File: src/rtl/drug_pump_if.sv
// Command and status bundle between the monitor side and the infusion pump controller.
interface drug_pump_if;
  logic        drug_delivery_activate;
  logic [7:0]  drug_dosage;
  logic        pump_enable;
  logic        pump_step;
  logic        valve_drug;
  logic        valve_saline;
  logic        busy;
  logic        dose_done;
  logic        aborted;
  logic        overrun;
  logic [15:0] steps_delivered;

  modport master (
    output drug_delivery_activate, drug_dosage,
    input  pump_enable, pump_step, valve_drug, valve_saline, busy,
           dose_done, aborted, overrun, steps_delivered
  );

  modport slave (
    input  drug_delivery_activate, drug_dosage,
    output pump_enable, pump_step, valve_drug, valve_saline, busy,
           dose_done, aborted, overrun, steps_delivered
  );
endinterface

File: src/rtl/drug_pump_controller.sv
// Turns level-style dosage commands into valve selection plus a metered pump step train,
// with a one-deep pending slot, abort on activate drop and a sticky overrun flag.
module drug_pump_controller #(
  parameter int STEPS_PER_UNIT = 4,
  parameter int STEP_DIV       = 8,
  parameter int PRIME_CYCLES   = 4,
  parameter int SALINE_CODE    = 20
) (
  input  logic       clk,
  input  logic       rst_n,
  drug_pump_if.slave pif
);
  localparam int PW = (PRIME_CYCLES > 1) ? $clog2(PRIME_CYCLES) : 1;
  localparam int DW = $clog2(STEP_DIV);
  localparam logic [PW-1:0] PRIME_LAST = PW'(PRIME_CYCLES - 1);
  localparam logic [DW-1:0] DIV_LAST   = DW'(STEP_DIV - 1);
  localparam logic [7:0]    SALINE     = 8'(SALINE_CODE);
  localparam logic [15:0]   SPU        = 16'(STEPS_PER_UNIT);

  typedef enum logic [1:0] {IDLE, PRIME, PUMP, DONE} state_t;

  state_t        state_q, state_d;
  logic [7:0]    prev_q, prev_d;
  logic [15:0]   target_q, target_d;
  logic [15:0]   steps_q, steps_d;
  logic [15:0]   pend_target_q, pend_target_d;
  logic          line_q, line_d;
  logic          pend_line_q, pend_line_d;
  logic          pend_vld_q, pend_vld_d;
  logic [PW-1:0] prime_q, prime_d;
  logic [DW-1:0] div_q, div_d;
  logic          overrun_q, overrun_d;
  logic          pump_enable_q, pump_enable_d;
  logic          pump_step_q, pump_step_d;
  logic          valve_drug_q, valve_drug_d;
  logic          valve_saline_q, valve_saline_d;
  logic          busy_q, busy_d;
  logic          dose_done_q, dose_done_d;
  logic          aborted_q, abort;

  logic        act, new_cmd, cmd_line;
  logic [15:0] cmd_target;

  assign act        = pif.drug_delivery_activate;
  assign new_cmd    = act && (pif.drug_dosage != 8'd0) && (pif.drug_dosage != prev_q);
  assign cmd_target = 16'(pif.drug_dosage) * SPU;
  assign cmd_line   = (pif.drug_dosage == SALINE);

  always_comb begin
    state_d       = state_q;
    prev_d        = act ? pif.drug_dosage : 8'd0;
    target_d      = target_q;
    line_d        = line_q;
    steps_d       = steps_q;
    prime_d       = prime_q;
    div_d         = div_q;
    pend_vld_d    = pend_vld_q;
    pend_target_d = pend_target_q;
    pend_line_d   = pend_line_q;
    overrun_d     = overrun_q;
    abort         = 1'b0;

    unique case (state_q)
      IDLE: begin
        // A fresh command is served ahead of the pending slot, which then stays queued.
        if (new_cmd || pend_vld_q) begin
          target_d = new_cmd ? cmd_target : pend_target_q;
          line_d   = new_cmd ? cmd_line : pend_line_q;
          if (!new_cmd) pend_vld_d = 1'b0;
          prime_d  = '0;
          steps_d  = '0;
          state_d  = PRIME;
        end
      end
      PRIME: begin
        if (!act) begin
          abort = 1'b1;
        end else if (prime_q == PRIME_LAST) begin
          div_d   = '0;
          state_d = PUMP;
        end else begin
          prime_d = prime_q + PW'(1);
        end
      end
      PUMP: begin
        // A step already on the wire is counted even if this cycle aborts.
        if (div_q == DIV_LAST) begin
          div_d   = '0;
          steps_d = steps_q + 16'd1;
          if (steps_d == target_q) state_d = DONE;
        end else begin
          div_d = div_q + DW'(1);
        end
        if (!act) abort = 1'b1;
      end
      DONE:    state_d = IDLE;
      default: state_d = IDLE;
    endcase

    if (abort) begin
      state_d    = IDLE;
      pend_vld_d = 1'b0;
    end else if (new_cmd && (state_q != IDLE)) begin
      if (!pend_vld_q) begin
        pend_vld_d    = 1'b1;
        pend_target_d = cmd_target;
        pend_line_d   = cmd_line;
      end else begin
        overrun_d = 1'b1;
      end
    end

    pump_enable_d  = (state_d == PRIME) || (state_d == PUMP);
    valve_drug_d   = pump_enable_d && !line_d;
    valve_saline_d = pump_enable_d && line_d;
    pump_step_d    = (state_d == PUMP) && (div_d == DIV_LAST);
    busy_d         = (state_d != IDLE);
    dose_done_d    = (state_d == DONE);
  end

  always_ff @(posedge clk or negedge rst_n) begin
    if (!rst_n) begin
      state_q        <= IDLE;
      prev_q         <= '0;
      target_q       <= '0;
      steps_q        <= '0;
      pend_target_q  <= '0;
      line_q         <= 1'b0;
      pend_line_q    <= 1'b0;
      pend_vld_q     <= 1'b0;
      prime_q        <= '0;
      div_q          <= '0;
      overrun_q      <= 1'b0;
      pump_enable_q  <= 1'b0;
      pump_step_q    <= 1'b0;
      valve_drug_q   <= 1'b0;
      valve_saline_q <= 1'b0;
      busy_q         <= 1'b0;
      dose_done_q    <= 1'b0;
      aborted_q      <= 1'b0;
    end else begin
      state_q        <= state_d;
      prev_q         <= prev_d;
      target_q       <= target_d;
      steps_q        <= steps_d;
      pend_target_q  <= pend_target_d;
      line_q         <= line_d;
      pend_line_q    <= pend_line_d;
      pend_vld_q     <= pend_vld_d;
      prime_q        <= prime_d;
      div_q          <= div_d;
      overrun_q      <= overrun_d;
      pump_enable_q  <= pump_enable_d;
      pump_step_q    <= pump_step_d;
      valve_drug_q   <= valve_drug_d;
      valve_saline_q <= valve_saline_d;
      busy_q         <= busy_d;
      dose_done_q    <= dose_done_d;
      aborted_q      <= abort;
    end
  end

  assign pif.pump_enable     = pump_enable_q;
  assign pif.pump_step       = pump_step_q;
  assign pif.valve_drug      = valve_drug_q;
  assign pif.valve_saline    = valve_saline_q;
  assign pif.busy            = busy_q;
  assign pif.dose_done       = dose_done_q;
  assign pif.aborted         = aborted_q;
  assign pif.overrun         = overrun_q;
  assign pif.steps_delivered = steps_q;
endmodule

File: src/flat_wrapper.sv
// flat-port wrapper written by rule: the top's interface ports become plain ports
module drug_pump_controller_flat 
#(
  parameter int STEPS_PER_UNIT = 4,
  parameter int STEP_DIV       = 8,
  parameter int PRIME_CYCLES   = 4,
  parameter int SALINE_CODE    = 20
)
  (clk, rst_n, pif_drug_delivery_activate, pif_drug_dosage, pif_pump_enable, pif_pump_step, pif_valve_drug, pif_valve_saline, pif_busy, pif_dose_done, pif_aborted, pif_overrun, pif_steps_delivered);
  drug_pump_if pif_i ();
  input  logic clk;
  input  logic rst_n;
  input wire logic [$bits(pif_i.drug_delivery_activate)-1:0] pif_drug_delivery_activate;
  input wire logic [$bits(pif_i.drug_dosage)-1:0] pif_drug_dosage;
  output wire logic [$bits(pif_i.pump_enable)-1:0] pif_pump_enable;
  output wire logic [$bits(pif_i.pump_step)-1:0] pif_pump_step;
  output wire logic [$bits(pif_i.valve_drug)-1:0] pif_valve_drug;
  output wire logic [$bits(pif_i.valve_saline)-1:0] pif_valve_saline;
  output wire logic [$bits(pif_i.busy)-1:0] pif_busy;
  output wire logic [$bits(pif_i.dose_done)-1:0] pif_dose_done;
  output wire logic [$bits(pif_i.aborted)-1:0] pif_aborted;
  output wire logic [$bits(pif_i.overrun)-1:0] pif_overrun;
  output wire logic [$bits(pif_i.steps_delivered)-1:0] pif_steps_delivered;
  assign pif_i.drug_delivery_activate = pif_drug_delivery_activate;
  assign pif_i.drug_dosage = pif_drug_dosage;
  assign pif_pump_enable = pif_i.pump_enable;
  assign pif_pump_step = pif_i.pump_step;
  assign pif_valve_drug = pif_i.valve_drug;
  assign pif_valve_saline = pif_i.valve_saline;
  assign pif_busy = pif_i.busy;
  assign pif_dose_done = pif_i.dose_done;
  assign pif_aborted = pif_i.aborted;
  assign pif_overrun = pif_i.overrun;
  assign pif_steps_delivered = pif_i.steps_delivered;
  drug_pump_controller #(.STEPS_PER_UNIT(STEPS_PER_UNIT), .STEP_DIV(STEP_DIV), .PRIME_CYCLES(PRIME_CYCLES), .SALINE_CODE(SALINE_CODE)) u_core (.clk(clk), .rst_n(rst_n), .pif(pif_i));
endmodule
File: config.mk
export PLATFORM = sky130hd
export DESIGN_NAME = drug_pump_controller_flat
export DESIGN_NICKNAME = d
export VERILOG_FILES = /design/src/rtl/drug_pump_if.sv /design/src/rtl/drug_pump_controller.sv /design/src/flat_wrapper.sv
export SDC_FILE = /design/constraint.sdc
export NUM_CORES = 1
export LEC_CHECK = 0
export CELL_PAD_IN_SITES_DETAIL_PLACEMENT = 2
export CELL_PAD_IN_SITES_GLOBAL_PLACEMENT = 2
export CORE_ASPECT_RATIO = 0.5
export CORE_UTILIZATION = 36
export DETAILED_ROUTE_END_ITERATION = 16
export GPL_TIMING_DRIVEN = 1
export PLACE_DENSITY = 0.91
export SLEW_MARGIN = 15
export SYNTH_ARGS = -nofsm -noshare
export SYNTH_HDL_FRONTEND = slang
export SYNTH_SLANG_ARGS = --single-unit
File: constraint.sdc
create_clock -name clk -period 3.3 [get_ports clk]
set_input_delay 0.495 -clock clk [delete_from_list [all_inputs] [get_ports clk]]
set_output_delay 0.495 -clock clk [all_outputs]
set_load 0.1 [all_outputs]
==> impl_metrics.csv <==
group,metric,value,unit
worst_setup_path,critPathCaptureType,"register",
finish,syn_to_final_growth,21.2,%
power_and_ir_drop,ir_drop,0.316,mV
worst_setup_path,crit_path_start,"u_core.pif.steps_delivered[0]$_DFFE_PN0P_",
synth,synthCells,326,
clock_network,hold_buffers,0,
drt,wl_per_cell,24.4,µm
drt,wl,11.8,mm
timing,tns,0,ps
clock_network,clock_latency,340,ps
drt,drc,0,
clock_network,numClockSinks,58,
synth,synth_cell_types,56,
power_and_ir_drop,p_int,1.83,mW
timing,rsz0062_at_grt,"false",
clock_network,post-cts-setup-buffers,0,
drt,avgViaCountPerCell,5.98,
finish,diodes,0,
placed_design,io_buffers,34,
global_routing,grt_util_all_layers,27.2,%
global_routing,grt_pass1_vias,3175,
worst_setup_path,endpoint,"u_core.pif.valve_saline$_DFF_PN0_",
drt,wl_met1,5.02,mm
die,core_area,8770,µm²
drt,num_vias,2893,
power_and_ir_drop,power.density,776,nW/µm²
global_routing,antenna_found_initial,0,
drt,routed.top_layer,"met4",
worst_setup_path,r2r-start,"u_core.pif.steps_delivered[0]$_DFFE_PN0P_",
drt,dr.pass1.iters,4,
timing,post-route-period-util,95.9,%
power_and_ir_drop,p_sw,1.25,mW
worst_setup_path,cp_max_fo,6,
synth,synth_area,3280,µm²
timing,setup_viol,0,
die,start_util,37.4,%
clock_network,cts_tree,"done",
clock_network,htree_levels,3,
global_routing,grt_max_degree,44,
clock_network,cts_resized,0,
global_routing,grt_pass1_wl,18.9,mm
synth,async_flop_share,100,%
timing,slew_headroom,32.4,%
timing,drv_slew,0,
power_and_ir_drop,p_seq_share,33.2,%
placed_design,gp_congestion,0.779,
finish,layout.nets,385,
power_and_ir_drop,power_frac_comb,36.8,%
die,fp-row-count,24,
worst_setup_path,crit_path_start_kind,"register",
timing,hold_violations,0,
synth,synth_top_family_by_area,"simple AND/OR/NAND/NOR gates",
die,io_pins,35,
drt,final_antenna_net_count,0,
power_and_ir_drop,netSwitchingFraction,40.7,%
synth,ys_seq_area_share,44.3,%
worst_setup_path,timing.rr.end,"u_core.pif.valve_saline$_DFF_PN0_",
synth,syn_avg_cell_area,10.1,µm²
drt,met3_length,566,µm
synth,synth_nets,348,
synth,synth_compound_area_share,18.0,%
synth,synth_edf_count,0,
worst_setup_path,rrSetupSlack,140,ps
timing,fin_skew,9.41,ps
worst_setup_path,cp.required,3520,ps
synth,synth_mux_area_share,4.65,%
synth,synth_top_flop_cell,"dfrtp_1",
power_and_ir_drop,power.total,3.08,mW
global_routing,grt-ovfl-total,0,
synth,ys_ff_latch,58,
synth,synth_xor_area_share,5.34,%
timing,max_freq,316,MHz
finish,drive_gt1_share,17.7,%
synth,yosys.area_share.adder,4.50,%
drt,drt_iter0_markers,166,
power_and_ir_drop,p_leak,1.66,nW
synth,synth-simple-area-share,18.5,%
finish,num-fill-cells,926,
power_and_ir_drop,p_clk_share,30.1,%
worst_setup_path,worstSetupPathType,"reg2reg",
clock_network,clk_path_buf_depth,2,
min_path,hold_class,"in2async",
die,die_w,137,µm
die,die-area,9520,µm²
synth,yosys_warnings,0,
run_status,status,"finished, final reports clean",
clock_network,cts_buffers,9,
worst_setup_path,worst_ep_arrival_time,3390,ps
placed_design,hpwl,7.32,mm
drt,met2_wirelength,5.82,mm
clock_network,clk_pin_slew_worst_paths,60,ps
timing,tightest_slew,1010,ps
timing,fin_crit,3160,ps
die,die_height,69.5,µm
worst_setup_path,worst-r2r-cell-count,9,
flow_run,maxCapViolCount,0,
clock_network,cts_root_buf,"clkbuf_16",
-- cells in the final DEF (no fill, tap or decap), drive strengths merged, types with 2 or more instances in the layout --
cell type      instances
mux2                  10
nor2                  11
or4                    4
nand4                  9
nand2b                 3
a21oi                 12
or3                    4
and4                   2
nor3                   8
a21o                   2
a22o                   6
a221o                  2
and3                   4
a32o                   3
o21a                   2
clkbuf                10
clkinv                 3
o211ai                 4
o221ai                 5
o31ai                  4
nor2b                  3
dfrtp                 58
mux2i                  4
ha                    11
nor4                   5
nand3b                 4
xor2                   5
or2                    3
a31oi                  6
clkdlybuf4s50         17
nand3                  7
and2                   9
nand2                 36
o21ai                 23
buf                   29
inv                    9
xnor2                 15
o311ai                 2
-- synth_stat cells, drive strengths merged (3+ instances only) --
library cell	instances	area share, %
and3	4	0.76
xor2	5	1.3
clkbuf	11	1.3
nand2b	3	0.57
or4	4	0.92
or3	4	0.76
o221ai	5	2.3
mux2	10	3.4
mux2i	4	1.2
nand3	7	1.1
or2	3	0.57
nor3	8	1.2
nand3b	4	0.92
xnor2	15	4.0
buf	9	2.4
ha	11	4.2
a32o	3	0.92
nand2	36	4.1
o31ai	4	0.92
o211ai	4	1.2
nor2	11	1.3
nand4	9	1.9
a21oi	12	1.8
nor4	5	0.95
a31oi	6	1.1
o21ai	23	3.5
inv	9	1.0
dfrtp	58	44
and2	9	1.7
a22o	6	1.6
nor2b	3	0.65
-- worst min path at each step --
stage                                                           end  slack (ps)  depth (start not counted)
after floorplan                           u_core.div_q[0]$_DFF_PN0_         200                          0
after global placement               u_core.pend_line_q$_DFFE_PN0P_         470                          2
after detailed placement             u_core.pend_line_q$_DFFE_PN0P_         480                          2
after CTS                 u_core.pif.steps_delivered[7]$_DFFE_PN0P_         370                          1
after global routing      u_core.pif.steps_delivered[2]$_DFFE_PN0P_         410                          1
final                     u_core.pif.steps_delivered[2]$_DFFE_PN0P_         320                          1
-- cell families (layout without fill, tap and decap cells) --
| logic type | count (synthesis) | after routing |
|---|---|---|
| buffers and inverters | 29 | 70 |
| XOR/XNOR | 20 | 20 |
| multiplexers | 14 | 14 |
| AND/OR/NAND/NOR | 114 | 114 |
| flip-flops | 58 | 58 |
| AO/OA/AOI/OAI | 79 | 79 |
| adder cells (fa/ha/maj) | 12 | 12 |
-- sequential cells by signal, indices dropped and copies added (netlist names) --
register,flops
u_core.pif.valve_saline,1
u_core.pend_line_q,1
u_core.pif.busy,1
u_core.line_q,1
u_core.pif.dose_done,1
u_core.div_q,3
u_core.state_q,2
u_core.prev_q,8
u_core.pif.steps_delivered,16
u_core.pif.aborted,1
u_core.pend_vld_q,1
u_core.pif.overrun,1
u_core.prime_q,2
u_core.pif.valve_drug,1
u_core.pend_target_q,8
u_core.target_q,8
u_core.pif.pump_enable,1
u_core.pif.pump_step,1
-- layout make-up --
class | count | area, µm² | share of cell area, %
well taps | 117 | 146 | 3.68
inverters | 9 | 33.8 | 0.850
repair buffers | 46 | 385 | 9.69
flip-flops and latches | 58 | 1450 | 36.5
multi-input cells | 239 | 1670 | 42.1
clock buffers | 10 | 229 | 5.76
clock inverters | 5 | 56.3 | 1.42
-- worst max-delay path, stage by stage (launching register included) --
cell and delay, ps:
dfrtp_1 430, ha_1 290, nand3_1 240, o21ai_0 280, nor4b_1 430, o2111ai_1 270
o31ai_1 390, nand3_1 180, ha_1 370, and3_1 170
-- metal layers --
metal  vias up  track usage [%]
met3        36             6.43
met2        90             43.7
met4         0             13.3
met1      1506             34.4
li1       1261                -
met5         -                0
-- power groups by stage --
stage / Combinational [mW] / Sequential, mW / Clock [mW]
detailed placement: 1.08 / 1.01 / 0
CTS: 1.13 / 1.02 / 0.939
floorplan: 0.603 / 1.16 / 0
finish: 1.13 / 1.02 / 0.927
global route: 1.20 / 1.03 / 0.964
global placement: 0.994 / 0.989 / 0
-- stage by stage --
stage	hold slack (ps)	setup WS (ps)	std cells	instance area, µm²	util (%)
3_5_place_dp	475	117	469	3690	42.1
3_3_place_gp	470	204	469	3690	42.1
2_1_floorplan	199	144	326	3280	-
4_1_cts	371	207	484	3980	45.3
5_1_grt	407	33.3	484	3980	45.3
6_report	316	135	484	3980	45.3
No activity file was read; power rests on OpenSTA's default activity.
